===== config.mk =====
export PLATFORM = sky130hd
export DESIGN_NAME = decode_stage
export DESIGN_NICKNAME = d
export VERILOG_FILES = /design/src/rtl/decode_stage.sv
export SDC_FILE = /design/constraint.sdc
export NUM_CORES = 1
export LEC_CHECK = 0
export ABC_AREA = 1
export BUFFER_PORTS_ARGS = -buffer_cell sky130_fd_sc_hd__buf_2
export CORE_MARGIN = 2
export CORE_UTILIZATION = 30
export DETAILED_ROUTE_END_ITERATION = 10
export GPL_TIMING_DRIVEN = 1
export PLACE_DENSITY_LB_ADDON = 0.25
export SYNTH_ARGS = -nofsm -noshare
export SYNTH_HDL_FRONTEND = slang
export SYNTH_SLANG_ARGS = --single-unit
export TNS_END_PERCENT = 50

===== constraint.sdc =====
create_clock -name clk_i -period 3.9 [get_ports clk_i]
set_input_delay 0.78 -clock clk_i [delete_from_list [all_inputs] [get_ports clk_i]]
set_output_delay 0.78 -clock clk_i [all_outputs]
set_load 0.1 [all_outputs]

===== src/rtl/decode_stage.sv =====
// Registered RV32I decode stage between fetch and execute, with stall and flush support.
// Define DECODE_SKID_BUF_EN to add a 1-entry skid buffer and drive in_ready_o from a flop.
module decode_stage #(
  parameter int XLEN          = 32,
  parameter int PC_WIDTH      = 32,
  parameter int REG_IDX_WIDTH = 5
) (
  input  logic                     clk_i,
  input  logic                     rst_i,
  input  logic                     in_valid_i,
  output logic                     in_ready_o,
  input  logic [31:0]              in_instr_i,
  input  logic [PC_WIDTH-1:0]      in_pc_i,
  input  logic                     flush_i,
  output logic                     out_valid_o,
  input  logic                     out_ready_i,
  output logic [PC_WIDTH-1:0]      out_pc_o,
  output logic [REG_IDX_WIDTH-1:0] out_rs1_idx_o,
  output logic [REG_IDX_WIDTH-1:0] out_rs2_idx_o,
  output logic [REG_IDX_WIDTH-1:0] out_rd_idx_o,
  output logic                     out_rs1_en_o,
  output logic                     out_rs2_en_o,
  output logic                     out_rd_en_o,
  output logic [XLEN-1:0]          out_imm_o,
  output logic [2:0]               out_fun3_o,
  output logic [6:0]               out_fun7_o,
  output logic [8:0]               out_class_o,
  output logic                     out_illegal_o
);

  // Handshake: a transfer happens on a rising edge where valid and ready are both 1;
  // valid never depends on ready, and a presented bundle is held stable until it transfers.

  localparam logic [6:0] OPC_LUI    = 7'b0110111;
  localparam logic [6:0] OPC_AUIPC  = 7'b0010111;
  localparam logic [6:0] OPC_JAL    = 7'b1101111;
  localparam logic [6:0] OPC_JALR   = 7'b1100111;
  localparam logic [6:0] OPC_BRANCH = 7'b1100011;
  localparam logic [6:0] OPC_LOAD   = 7'b0000011;
  localparam logic [6:0] OPC_STORE  = 7'b0100011;
  localparam logic [6:0] OPC_OP_IMM = 7'b0010011;
  localparam logic [6:0] OPC_OP     = 7'b0110011;

  typedef struct packed {
    logic [PC_WIDTH-1:0]      pc;
    logic [REG_IDX_WIDTH-1:0] rs1;
    logic [REG_IDX_WIDTH-1:0] rs2;
    logic [REG_IDX_WIDTH-1:0] rd;
    logic                     rs1_en;
    logic                     rs2_en;
    logic                     rd_en;
    logic [XLEN-1:0]          imm;
    logic [2:0]               fun3;
    logic [6:0]               fun7;
    logic [8:0]               cls;
    logic                     illegal;
  } bundle_t;

  bundle_t   dec;
  bundle_t   out_q, out_d;
  logic      out_valid_q, out_valid_d;
  logic      accept;
  logic      legal;
  logic [6:0] opcode;
  logic [2:0] fun3;
  logic [6:0] fun7;
  logic [XLEN-1:0] imm_i, imm_s, imm_b, imm_u, imm_j;

  assign opcode = in_instr_i[6:0];
  assign fun3   = in_instr_i[14:12];
  assign fun7   = in_instr_i[31:25];

  assign imm_i = XLEN'($signed(in_instr_i[31:20]));
  assign imm_s = XLEN'($signed({in_instr_i[31:25], in_instr_i[11:7]}));
  assign imm_b = XLEN'($signed({in_instr_i[31], in_instr_i[7], in_instr_i[30:25],
                                in_instr_i[11:8], 1'b0}));
  assign imm_u = XLEN'($signed({in_instr_i[31:12], 12'b0}));
  assign imm_j = XLEN'($signed({in_instr_i[31], in_instr_i[19:12], in_instr_i[20],
                                in_instr_i[30:21], 1'b0}));

  always_comb begin
    dec         = '0;
    legal       = 1'b0;
    dec.pc      = in_pc_i;
    dec.rs1     = REG_IDX_WIDTH'(in_instr_i[19:15]);
    dec.rs2     = REG_IDX_WIDTH'(in_instr_i[24:20]);
    dec.rd      = REG_IDX_WIDTH'(in_instr_i[11:7]);
    dec.fun3    = fun3;
    dec.fun7    = fun7;
    case (opcode)
      OPC_LUI, OPC_AUIPC: begin
        legal     = 1'b1;
        dec.cls   = (opcode == OPC_LUI) ? 9'b0_0000_0001 : 9'b0_0000_0010;
        dec.rd_en = 1'b1;
        dec.imm   = imm_u;
      end
      OPC_JAL: begin
        legal     = 1'b1;
        dec.cls   = 9'b0_0000_0100;
        dec.rd_en = 1'b1;
        dec.imm   = imm_j;
      end
      OPC_JALR: begin
        legal      = (fun3 == 3'b000);
        dec.cls    = 9'b0_0000_1000;
        dec.rs1_en = 1'b1;
        dec.rd_en  = 1'b1;
        dec.imm    = imm_i;
      end
      OPC_BRANCH: begin
        legal      = (fun3 != 3'b010) && (fun3 != 3'b011);
        dec.cls    = 9'b0_0001_0000;
        dec.rs1_en = 1'b1;
        dec.rs2_en = 1'b1;
        dec.imm    = imm_b;
      end
      OPC_LOAD: begin
        legal      = (fun3 != 3'b011) && (fun3 != 3'b110) && (fun3 != 3'b111);
        dec.cls    = 9'b0_0010_0000;
        dec.rs1_en = 1'b1;
        dec.rd_en  = 1'b1;
        dec.imm    = imm_i;
      end
      OPC_STORE: begin
        legal      = (fun3 == 3'b000) || (fun3 == 3'b001) || (fun3 == 3'b010);
        dec.cls    = 9'b0_0100_0000;
        dec.rs1_en = 1'b1;
        dec.rs2_en = 1'b1;
        dec.imm    = imm_s;
      end
      OPC_OP_IMM: begin
        legal      = 1'b1;
        dec.cls    = 9'b0_1000_0000;
        dec.rs1_en = 1'b1;
        dec.rd_en  = 1'b1;
        dec.imm    = imm_i;
      end
      OPC_OP: begin
        legal      = (fun7 == 7'b0000000) || (fun7 == 7'b0100000);
        dec.cls    = 9'b1_0000_0000;
        dec.rs1_en = 1'b1;
        dec.rs2_en = 1'b1;
        dec.rd_en  = 1'b1;
      end
      default: legal = 1'b0;
    endcase
    if (in_instr_i[1:0] != 2'b11) legal = 1'b0;
    // Illegal bundles still travel down the pipe so execute can raise the trap.
    if (!legal) begin
      dec.cls     = '0;
      dec.rs1_en  = 1'b0;
      dec.rs2_en  = 1'b0;
      dec.rd_en   = 1'b0;
      dec.imm     = '0;
      dec.illegal = 1'b1;
    end
    if (dec.rd == '0) dec.rd_en = 1'b0;
  end

  assign accept = in_valid_i & in_ready_o;

`ifdef DECODE_SKID_BUF_EN
  bundle_t skid_q, skid_d;
  logic    skid_valid_q, skid_valid_d;

  assign in_ready_o = ~skid_valid_q;

  always_comb begin
    out_d        = out_q;
    out_valid_d  = out_valid_q;
    skid_d       = skid_q;
    skid_valid_d = skid_valid_q;
    if (flush_i) begin
      out_valid_d  = 1'b0;
      skid_valid_d = 1'b0;
    end else if (!out_valid_q || out_ready_i) begin
      // Output slot frees up this cycle; the older skid entry always goes first.
      if (skid_valid_q) begin
        out_d        = skid_q;
        out_valid_d  = 1'b1;
        skid_valid_d = 1'b0;
      end else if (accept) begin
        out_d       = dec;
        out_valid_d = 1'b1;
      end else begin
        out_valid_d = 1'b0;
      end
    end else if (accept) begin
      skid_d       = dec;
      skid_valid_d = 1'b1;
    end
  end

  always_ff @(posedge clk_i or posedge rst_i) begin
    if (rst_i) begin
      skid_q       <= '0;
      skid_valid_q <= 1'b0;
    end else begin
      skid_q       <= skid_d;
      skid_valid_q <= skid_valid_d;
    end
  end
`else
  assign in_ready_o = ~out_valid_q | out_ready_i;

  always_comb begin
    out_d       = out_q;
    out_valid_d = out_valid_q;
    if (flush_i) begin
      out_valid_d = 1'b0;
    end else if (accept) begin
      out_d       = dec;
      out_valid_d = 1'b1;
    end else if (out_ready_i) begin
      out_valid_d = 1'b0;
    end
  end
`endif

  always_ff @(posedge clk_i or posedge rst_i) begin
    if (rst_i) begin
      out_q       <= '0;
      out_valid_q <= 1'b0;
    end else begin
      out_q       <= out_d;
      out_valid_q <= out_valid_d;
    end
  end

  assign out_valid_o   = out_valid_q;
  assign out_pc_o      = out_q.pc;
  assign out_rs1_idx_o = out_q.rs1;
  assign out_rs2_idx_o = out_q.rs2;
  assign out_rd_idx_o  = out_q.rd;
  assign out_rs1_en_o  = out_q.rs1_en;
  assign out_rs2_en_o  = out_q.rs2_en;
  assign out_rd_en_o   = out_q.rd_en;
  assign out_imm_o     = out_q.imm;
  assign out_fun3_o    = out_q.fun3;
  assign out_fun7_o    = out_q.fun7;
  assign out_class_o   = out_q.cls;
  assign out_illegal_o = out_q.illegal;

endmodule


==> reports/metrics.cfg <==
[worst_setup_path]
rr_worst_depth = 8
max_stage_delay_ns = 0.30
crit_fanout = 2
crit_chain = buf_2, nor2_1, inv_1, buf_2
crit_top_cell = buf_2
crit_type = in2out
cp.required_ns = 3.12
critPathLaunchType = primary input
end_kind = output pin
worst_path_max_delay_cell = buf_2
crit_arrival_ns = 1.46

[cells_and_area]
multi_input_area_um2 = 1950
final_cell_area_um2 = 6080
layout_commonest_cell = nand2_1
antennaDiodeCount = 0
drive_gt1_share_pct = 30.5
fin_cells = 968
fillers = 1692
area_growth_pct = 27.1
final_cell_mix = nand2_1, buf_2, dfrtp_1, nand3_1, nor2_1
regArea_um2 = 2580
nNetsFinal = 816
utilization_pct = 38.7

[detailed_routing]
drc_errors = 0
viasPerCell = 4.45
first_iter_violations = 259
wl_per_cell_um = 14.8
firstDrtPassIters = 4
totalWireLength_mm = 14.3
vias = 4304
final_antenna_net_count = 0

[grt]
antenna_found_initial = 0
grt_pass1_vias = 4025
grt-ovfl-total = 0
grt_usage_pct = 17.2
grt_pass1_wl_mm = 22.1
grt_start_max_net_pins = 88

[place]
gp_congestion = 0.791
port_buffers = 172
placed_area_um2 = 5790
dp.cells = 952
dp_hpwl_mm = 10.0
post-place-ws_ns = 1.39

[floorplan]
core_area_um2 = 15700
die_height_um = 130
num_rows = 46
fp.dieArea_um2 = 17000
start_util_pct = 30.4
fp.dieW_um = 130
io_pins = 173

[sta]
setup_violations = 0
fin_ws_ns = 1.66
grt_setup_unrepaired = no
slew-limit-headroom_pct = 31.1
tightest_slew_ns = 1.03
finalCritPeriodShare_pct = 57.5
final-hold-violation-count = 0
fin_worst_skew_ns = 0.00482
period_minus_slack_ns = 2.24
setup_tns_ns = 0
finalMaxSlewViolations = 0
max_freq_ghz = 0.446

[clock_network]
clk_path_buf_depth = 2
clock_latency_ns = 0.36
post-cts-setup-buffer-count = 0
cts_hold_buf = 0
cts.repair.resized = 0
cts_buffers = 9
h-tree-depth = 3
cts.reportedPaths.clkPinSlew_ns = 0.06
clock-sinks = 103
root_buffer = clkbuf_16
cts_tree = done

[power]
pwr_density_cell_nw_per_um2 = 513
p_leak_nw = 3.59
ir_worst_vdd_v = 0.000218

[synth]
synth.largest_area_cell = dfrtp_1
synthAdderAreaFrac_pct = 0
synth_warnings = 0
synth-seq-area-share_pct = 53.9
ys_ff_latch = 103
synthCells = 591
synth.area.top_cells = dfrtp_1, nand2_1, nand3_1, nand3_2, buf_2
syn-num-nets = 660
muxShareOfSynthArea_pct = 0
netlist_area_um2 = 4780
synth-simple-area-share_pct = 39.1
yosys.cell_types.count = 26
syn-mean-instance-area_um2 = 8.09
yosysTopAreaCellShare_pct = 53.9
synth_compound_area_share_pct = 1.62
synth_top_family_by_area = simple AND/OR/NAND/NOR gates
synthXorXnorAreaFrac_pct = 0

[flow_run]
maxCapViolCount = 0

[worst_hold_path]
hold_depth = 2
hold_path.class = reg2reg

[run_status]
status = complete, no violations

-- state kept, by name (all words and copies together), names as in the netlist --
signal         cells
out_class_o        9
out_fun3_o         3
out_fun7_o         7
out_illegal_o      1
out_imm_o         32
out_pc_o          32
out_rd_en_o        1
out_rd_idx_o       5
out_rs1_en_o       1
out_rs1_idx_o      5
out_rs2_en_o       1
out_rs2_idx_o      5
out_valid_o        1
-- power by group --
part           leakage (nW)  switching [W]  total, W  internal, W
clock network         0.139       0.000409  0.000879     0.000470
logic                  2.10       0.000897   0.00104     0.000139
registers              1.35      0.0000457   0.00120      0.00116
total                  3.59        0.00135   0.00312      0.00177
-- area by class of cell --
| class | instances | share of cell area (%) |
|---|---|---|
| clock buffer | 12 | 4.22 |
| clock inverter | 4 | 0.494 |
| inverter | 22 | 1.42 |
| multi-input combinational | 435 | 32.1 |
| sequential | 103 | 42.4 |
| tap | 216 | 4.45 |
| timing repair buffer | 176 | 14.9 |
-- stage by stage --
step / hold WS (ns) / total power (W)
2_1_floorplan: 0.843 / 0.00206
3_3_place_gp: 0.450 / 0.00226
3_5_place_dp: 0.453 / 0.00227
4_1_cts: 0.470 / 0.00316
5_1_grt: 0.483 / 0.00325
6_report: 0.466 / 0.00312
-- critical path, delay by kind of cell --
family / cells / cell delay [ns]
buffers and inverters: 3 / 0.47
and+or+nand+nor: 1 / 0.21
-- logic make-up (layout without fill, tap and decap cells) --
logic type             Yosys count  after routing
AOI/OAI and AO/OA               15             15
buffers and inverters           53            214
DFF                            103            103
and+or+nand+nor                420            420
-- metal layers --
layer | wire [um] | GRT usage [%]
met1 | 6850 | 24.2
met2 | 6520 | 26.3
met3 | 704 | 2.71
met4 | 265 | 7.15
met5 | 0 | 0
-- final timing paths --
check                                         from                  endpoint  slack (ns)
max                                    out_ready_i                in_ready_o        1.66
min                        out_pc_o[8]$_DFFE_PP0P_   out_pc_o[8]$_DFFE_PP0P_        0.47
max reg2reg                out_valid_o$_DFFE_PP0P_  out_imm_o[5]$_DFFE_PP0P_        1.86
min reg2reg                out_pc_o[8]$_DFFE_PP0P_   out_pc_o[8]$_DFFE_PP0P_        0.47
max in group asynchronous                    rst_i  out_pc_o[28]$_DFFE_PP0P_        2.48
min in group asynchronous                    rst_i   out_pc_o[1]$_DFFE_PP0P_        0.52
-- cell usage after synthesis --
| cell | n |
|---|---|
| a21oi_1 | 2 |
| buf_1 | 1 |
| buf_2 | 13 |
| buf_4 | 1 |
| buf_6 | 5 |
| clkbuf_1 | 11 |
| dfrtp_1 | 103 |
| inv_1 | 15 |
| inv_2 | 7 |
| nand2_1 | 295 |
| nand2_2 | 5 |
| nand2_4 | 1 |
| nand3_1 | 75 |
| nand3_2 | 13 |
| nand3_4 | 2 |
| nand4_1 | 1 |
| nor2_1 | 17 |
| nor2_2 | 3 |
| nor2_4 | 2 |
| nor2_8 | 2 |
| nor3_1 | 2 |
| nor3_2 | 1 |
| nor4_1 | 1 |
| o21ai_0 | 11 |
| o21ai_1 | 1 |
| o31ai_1 | 1 |
No activity file was read; power rests on OpenSTA's default activity.
